### src/rtl/caliptra_prim_edn_arb.sv
// rtl/caliptra_prim_edn_arb.sv - round-robin arbiter sharing one EDN req/ack gadget among NumReq consumers
//
// Ports:
//   clk_i, rst_ni         clock and asynchronous active-low reset
//   req_i[NumReq]         per-requester request level
//   ack_o[NumReq]         one-cycle acknowledge to the granted requester
//   gnt_o[NumReq]         one-hot current grant, zero when idle
//   data_o/fips_o/err_o   combinational pass-through of the gadget word and flags
//   discard_o             pulse when a word completes for a requester that dropped out
//   timeout_o             sticky flag, a BUSY wait reached MaxWait
//   edn_req_o/edn_ack_i   handshake to the shared gadget
//   edn_data_i/edn_fips_i/edn_err_i  gadget word and flags
module caliptra_prim_edn_arb #(
    parameter int NumReq   = 2,
    parameter int OutWidth = 32,
    parameter int MaxWait  = 0
) (
    input  logic                clk_i,
    input  logic                rst_ni,
    input  logic [NumReq-1:0]   req_i,
    output logic [NumReq-1:0]   ack_o,
    output logic [NumReq-1:0]   gnt_o,
    output logic [OutWidth-1:0] data_o,
    output logic                fips_o,
    output logic                err_o,
    output logic                discard_o,
    output logic                timeout_o,
    output logic                edn_req_o,
    input  logic                edn_ack_i,
    input  logic [OutWidth-1:0] edn_data_i,
    input  logic                edn_fips_i,
    input  logic                edn_err_i
);

    localparam int IdxW = (NumReq > 1) ? $clog2(NumReq) : 1;
    localparam int CntW = (MaxWait > 0) ? $clog2(MaxWait + 1) : 1;
    localparam logic [IdxW-1:0] LastIdx  = IdxW'(NumReq - 1);
    localparam logic [CntW-1:0] CntMax   = CntW'(MaxWait);
    localparam logic [IdxW:0]   NumReqEx = (IdxW + 1)'(NumReq);

    typedef enum logic {
        ST_IDLE,
        ST_BUSY
    } state_e;

    state_e          r_state;
    logic [IdxW-1:0] r_rr;
    logic [IdxW-1:0] r_gnt;
    logic [CntW-1:0] r_cnt;
    logic            r_timeout;

    logic            w_busy;
    logic            w_any;
    logic [IdxW-1:0] w_winner;
    logic [IdxW:0]   w_sum;
    logic [IdxW-1:0] w_idx;
    logic [NumReq-1:0] w_onehot;
    logic            w_req_held;

    assign w_busy = (r_state == ST_BUSY);

    // Scan upward from the round-robin pointer, wrapping, and keep the first hit.
    always_comb begin
        w_any    = 1'b0;
        w_winner = r_rr;
        w_sum    = '0;
        w_idx    = '0;
        for (int i = 0; i < NumReq; i++) begin
            w_sum = {1'b0, r_rr} + (IdxW + 1)'(i);
            if (w_sum >= NumReqEx) begin
                w_sum = w_sum - NumReqEx;
            end
            w_idx = w_sum[IdxW-1:0];
            if (!w_any && req_i[w_idx]) begin
                w_any    = 1'b1;
                w_winner = w_idx;
            end
        end
    end

    always_comb begin
        w_onehot = '0;
        for (int i = 0; i < NumReq; i++) begin
            w_onehot[i] = w_busy && (r_gnt == IdxW'(i));
        end
    end

    assign w_req_held = req_i[r_gnt];

    // The gadget request stays up for the whole BUSY phase even if the
    // granted requester withdraws; its word is then discarded on completion.
    assign edn_req_o = w_busy;
    assign gnt_o     = w_onehot;
    assign ack_o     = (w_busy && edn_ack_i && w_req_held) ? w_onehot : '0;
    assign discard_o = w_busy && edn_ack_i && !w_req_held;
    assign timeout_o = r_timeout;

    assign data_o = edn_data_i;
    assign fips_o = edn_fips_i;
    assign err_o  = edn_err_i;

    always_ff @(posedge clk_i or negedge rst_ni) begin
        if (!rst_ni) begin
            r_state   <= ST_IDLE;
            r_rr      <= '0;
            r_gnt     <= '0;
            r_cnt     <= '0;
            r_timeout <= 1'b0;
        end else begin
            case (r_state)
                ST_IDLE: begin
                    if (w_any) begin
                        r_gnt   <= w_winner;
                        r_cnt   <= '0;
                        r_state <= ST_BUSY;
                    end
                end
                ST_BUSY: begin
                    if (edn_ack_i) begin
                        r_state <= ST_IDLE;
                        r_rr    <= (r_gnt == LastIdx) ? '0 : r_gnt + 1'b1;
                    end else if (r_cnt != CntMax) begin
                        r_cnt <= r_cnt + 1'b1;
                    end
                end
                default: r_state <= ST_IDLE;
            endcase
            if ((MaxWait != 0) && (r_cnt == CntMax)) begin
                r_timeout <= 1'b1;
            end
        end
    end

endmodule
### config.mk
export PLATFORM = sky130hd
export DESIGN_NAME = caliptra_prim_edn_arb
export DESIGN_NICKNAME = d
export VERILOG_FILES = /design/src/rtl/caliptra_prim_edn_arb.sv
export SDC_FILE = /design/constraint.sdc
export NUM_CORES = 1
export LEC_CHECK = 0
export ABC_AREA = 1
export BUFFER_PORTS_ARGS = -buffer_cell sky130_fd_sc_hd__buf_2
export CAP_MARGIN = 0
export CORE_MARGIN = 2
export CORE_UTILIZATION = 28
export DETAILED_ROUTE_END_ITERATION = 12
export PLACE_DENSITY = 0.95
export SLEW_MARGIN = 20
export SYNTH_ARGS = -nofsm -noshare
export SYNTH_HDL_FRONTEND = slang
export SYNTH_SLANG_ARGS = --single-unit
### constraint.sdc
create_clock -name clk_i -period 1.4 [get_ports clk_i]
set_input_delay 0.28 -clock clk_i [delete_from_list [all_inputs] [get_ports clk_i]]
set_output_delay 0.28 -clock clk_i [all_outputs]
set_load 0.02 [all_outputs]
==> results.toml, run 1 <==
[floorplanning]
num_io_pins = 80
die_area_mm2 = 0.00194
die_x_um = 44.1
rows = 14
die_height_um = 44.1
initial_utilization_pct = 29.8
core_mm2 = 0.00151

[worst_setup_path]
crit_path_cell_trace = "inv_2, nor2_4, nand2_2, nor2_2, buf_6"
cp-start-kind = "register"
critPathMaxStageDelay_ns = 0.39
cp_max_fo = 5
cp.required_ns = 1.12
cp.buffers_inverters = 2
slowest_stage = "dfrtp_1"
crit_family = "flip-flops"
r2r_cells = 5
crit_path_end_kind = "output port"
path_class = "reg -> out"
cp.arrival_ns = 1.14
path_depth = 5

[power_and_ir_drop]
leakagePower_uw = 0.000192
vdd_drop_max_mv = 0.510
p_per_area_mw_per_mm2 = 1880

[clock_tree]
cts_num_sinks = 3
cts_tree = "done"
numCtsBuffers = 3
cts_buffer_depth = 2
cts_htree_levels = 1
clkLatencyLatePin_ns = 0.23
clk_pin_slew_ns = 0.04
cts-root-buf = "clkbuf_4"

[sta]
period_minus_slack_ns = 1.42
setup_viol = 1
max_freq_mhz = 706
hold_ws_ns = 0.330
skew_ns = 0.00128
period_share_pct = 101
final-max-slew-violation-count = 0
hold_viol_final = 0
fin_ws_ns = -0.0164
rsz0062_at_grt = "true"

[synth]
synth_area_leader_cell = "buf_4"
synth_cell_types = 11
synth-warning-count = 1
syn_nets = 104
ys_ff_latch = 3
syn_area_um2 = 449
syn_avg_cell_area_um2 = 6.91
postSynthCellCount = 65
synth_top_cell_area_share_pct = 58.5
ys_seq_area_share_pct = 16.7
ys_top_cells_by_area = "buf_4 58%, dfrtp_1 17%, nand2_1 9.2%, nor2_1 4.2%, inv_1 3.3%"

[grt]
grt_pass1_wl_mm = 1.11
antenna_found_initial = 0
grt_pass1_vias = 292
grt_max_degree = 7
grt_usage_pct = 8.02
gr-total-overflow = 0

[route]
drc = 0
dr.pass1.iters = 4
drt_iter0_markers = 6
drt-total-wl_um = 753
via_per_inst = 4.45
dr_total_vias = 289
wl_per_cell_um = 11.6
antenna_left = 0

[placed_design]
dpl.cell_count = 56
gp_congestion = 0.787
hpwlAfterDp_um = 506
preCtsSetupSlack_ns = 0.170
io_buffers = 10

[worst_hold_path]
whs_path_depth = 2
hold_class = "in -> reg"

[cells_and_area]
drive_above_1_share_pct = 51.0
post-route-util_pct = 23.4
nets = 89
finalNonFillerCells = 65
final_cell_mix = "9 x nand2_1, 7 x buf_2, 6 x buf_4"
antennaDiodeCount = 0
layout.cells.most_common = "nand2_1"
area_delta_synth_final_pct = -21.4

[run_status]
status = "finished with violations"
violations = "setup timing"

[run]
drv_cap = 0
-- cell type report --
| cell class | instances | area (um2) |
|---|---|---|
| Fill cell | 166 | 1150 |
| Multi-Input combinational cell | 22 | 110 |
| Timing Repair Buffer | 15 | 101 |
| Sequential cell | 3 | 76.3 |
| Clock buffer | 4 | 26.3 |
| Tap cell | 16 | 20.0 |
| Inverter | 5 | 18.8 |
-- path summary, 6_finish.rpt --
check	end	start	slack (ns)
min in group asynchronous	r_rr	rst_ni	0.37
hold / removal	edn_req_o	edn_ack_i	0.33
hold reg to reg	r_rr	r_rr	0.48
max in group asynchronous	r_gnt	rst_ni	0.92
setup / recovery	ack_o[0]	edn_req_o	-0.02
setup reg to reg	r_gnt	edn_req_o	0.42
-- logic make-up after synthesis --
logic type             Yosys count  share of synthesized area [%]
AND/OR/NAND/NOR                 19                           17.0
flip-flops                       3                           16.7
other                            1                          0.835
AO/OA/AOI/OAI                    2                           2.79
buffers and inverters           40                           62.7
-- timing repair --
action	in CTS	in global routing
cloned	0	0
endpoints found under the hold margin	3	0
gates resized for setup	8	2
hold buffers	1	0
setup buffers	1	3
pin swaps	3	2
endpoints found under the setup margin	3	3
-- registers in the layout, indices dropped and copies added, names as in the netlist --
register and cells:
edn_req_o 1, r_gnt 1, r_rr 1
-- cell usage after synthesis --
cell type  instances
nor2_2             1
o211ai_1           1
inv_1              4
nor2_1             5
conb_1             1
nand2_1           11
dfrtp_1            3
buf_4             35
nand3_1            2
o21ai_0            1
clkinv_1           1
-- power by group --
group	switching [uW]	internal [uW]	leakage [uW]	total, uW
logic	191	146	0.000143	337
registers	47.5	126	0.0000345	174
clock network	44.9	107	0.0000150	152
total	283	379	0.000192	662
-- worst register-to-register path, delay by kind of cell, from the launching register on --
family	cells	cell delay (ns)
buffers and inverters	2	0.25
DFF	1	0.41
and+or+nand+nor	3	0.20
-- layer usage --
| metal | GRT usage, % | routed length (um) |
|---|---|---|
| met1 | 6.27 | 221 |
| met2 | 12.4 | 382 |
| met3 | 4.08 | 121 |
| met4 | 10.9 | 27 |
| met5 | 0 | 0 |
-- per-stage QoR --
stage / total power [uW] / setup TNS [ns] / area (um2)
finish: 662 / -0.0164 / 353
floorplan: 487 / 0 / 457
global placement: 416 / 0 / 264
global route: 713 / -0.145 / 353
CTS: 625 / 0 / 325
detailed placement: 425 / 0 / 264
Power figures use the tool's default switching activity.
==> run 2, diff against run 1 <==
Settings changed: PLACE_DENSITY 0.95 to 0.92.
==> run 2 against run 1 <==
The run now ends clean. Clock skew about the same. Clock power about the same. Clock-buffer cell count stayed put. Combinational power fell by 6.8%. Critical path type unchanged. Via count shrank 2.4%. Cell count is 3.1% lower. Register-to-register slack gained 0.03 ns. Hold slack improved by 0.0063 ns. First-iteration DRC count grew 17%. Non-clock buffer count decreased by 2.
==> results.toml, run 2 (same netlist as run 1, synthesis figures left out) <==
[placed_design]
dpl.cell_count = 56
preCtsSetupSlack_ns = 0.165
io_buffers = 10
hpwlAfterDp_um = 501
gp_congestion = 0.794
place_area_um2 = 264

[floorplanning]
num_io_pins = 80
die_x_um = 44.1
core_mm2 = 0.00151
die_area_mm2 = 0.00194
rows = 14
initial_utilization_pct = 29.8
die_height_um = 44.1

[cells_and_area]
area_delta_synth_final_pct = -24.8
final_area_um2 = 338
antennaDiodeCount = 0
drive_above_1_share_pct = 51.1
final_cell_mix = "9 x nand2_1, 7 x buf_2, 4 x buf_4"
layout.cells.most_common = "nand2_1"
post-route-util_pct = 22.4
finalNonFillerCells = 63
nets = 87

[power_and_ir_drop]
p_per_area_mw_per_mm2 = 1880
total_power_uw = 636
leakagePower_uw = 0.000182
vdd_drop_max_mv = 0.394

[sta]
rsz0062_at_grt = "true"
setup_viol = 0
period_minus_slack_ns = 1.39
final-max-slew-violation-count = 0
period_share_pct = 99.2
hold_viol_final = 0
skew_ns = 0.00140
max_freq_mhz = 720
fin_ws_ns = 0.0115

[worst_setup_path]
crit_path_cell_trace = "nor2_2, nor2_2, nor2_2, buf_6"
cp_max_fo = 6
path_class = "reg -> out"
cp.required_ns = 1.12
critPathMaxStageDelay_ns = 0.45
cpMostUsedCell = "nor2_2"
slowest_stage = "dfrtp_2"
crit_path_end_kind = "output port"
cp-start-kind = "register"
cp.arrival_ns = 1.11

[clock_tree]
clk_pin_slew_ns = 0.04
cts_num_sinks = 3
clkLatencyLatePin_ns = 0.23
cts-root-buf = "clkbuf_4"
numCtsBuffers = 3
cts_tree = "done"
cts_htree_levels = 1
cts_buffer_depth = 2

[grt]
gr-total-overflow = 0
grt_max_degree = 7
antenna_found_initial = 0
grt_usage_pct = 7.10
grt_pass1_vias = 250
grt_pass1_wl_um = 972

[route]
dr.pass1.iters = 4
antenna_left = 0
drt-total-wl_um = 696
dr_total_vias = 282
via_per_inst = 4.48
drt_iter0_markers = 7
drc = 0
wl_per_cell_um = 11.0

[run_status]
status = "completed"

[worst_hold_path]
hold_class = "in -> reg"

[run]
drv_cap = 0
[run 2: cell count changes in the layout (fill, tap and decap cells not counted)]
| cell | change |
|---|---|
| buf_4 | -2 |
| inv_1 | -1 |
| inv_2 | +1 |
[run 2: stage by stage]
stage | hold WS (ns) | setup TNS (ns)
after floorplan | -0.0156 | 0
after global placement | 0.0768 | 0
after detailed placement | 0.0798 | 0
after CTS | 0.330 | 0
after global routing | 0.341 | -0.169
final | 0.336 | 0
[run 2: area by class of cell]
type | count | area (um2)
repair buffers | 13 | 86.3
flip-flops and latches | 3 | 76.3
well taps | 16 | 20.0
clock buffers | 4 | 26.3
multi-input cells | 22 | 110
inverters | 5 | 18.8
fillers | 176 | 1170
[run 2: power by group]
| part | switching (uW) | leakage (uW) | internal, uW |
|---|---|---|---|
| sequential | 46.2 | 0.0000345 | 126 |
| clock | 42.7 | 0.0000150 | 107 |
| combinational | 185 | 0.000132 | 129 |
[run 2: layer usage]
layer	up-vias	part of all wire, %	global-route usage [%]
met5	-	0	0
li1	122	-	-
met2	18	45	8.53
met1	128	31	5.53
met3	14	19	7.35
met4	0	4.5	9.09
[run 2: worst paths after layout]
kind                            from  endpoint  slack (ns)  cells past startpoint
setup / recovery               r_gnt  ack_o[0]        0.01                      4
hold / removal              req_i[1]     r_gnt        0.34                      3
setup reg to reg           edn_req_o     r_gnt        0.45                      5
hold reg to reg                 r_rr      r_rr        0.48                      2
max in group asynchronous     rst_ni     r_gnt        0.91                      2
min in group asynchronous     rst_ni     r_gnt        0.38                      2
[run 2: worst max-delay path, delay by kind of cell (launching register included)]
family | cells | cell delay [ns]
flip-flops | 1 | 0.45
AND/OR/NAND/NOR | 3 | 0.31
buffers and inverters | 1 | 0.12
[run 2: repair_timing]
action / 4_1_cts / 5_1_grt
hold endpoints to repair: 3 / 0
hold buffers: 1 / 0
setup endpoints to repair: 2 / 3
pin swaps: 3 / 0
gates resized for setup: 8 / 3
buffers inserted: 0 / 2
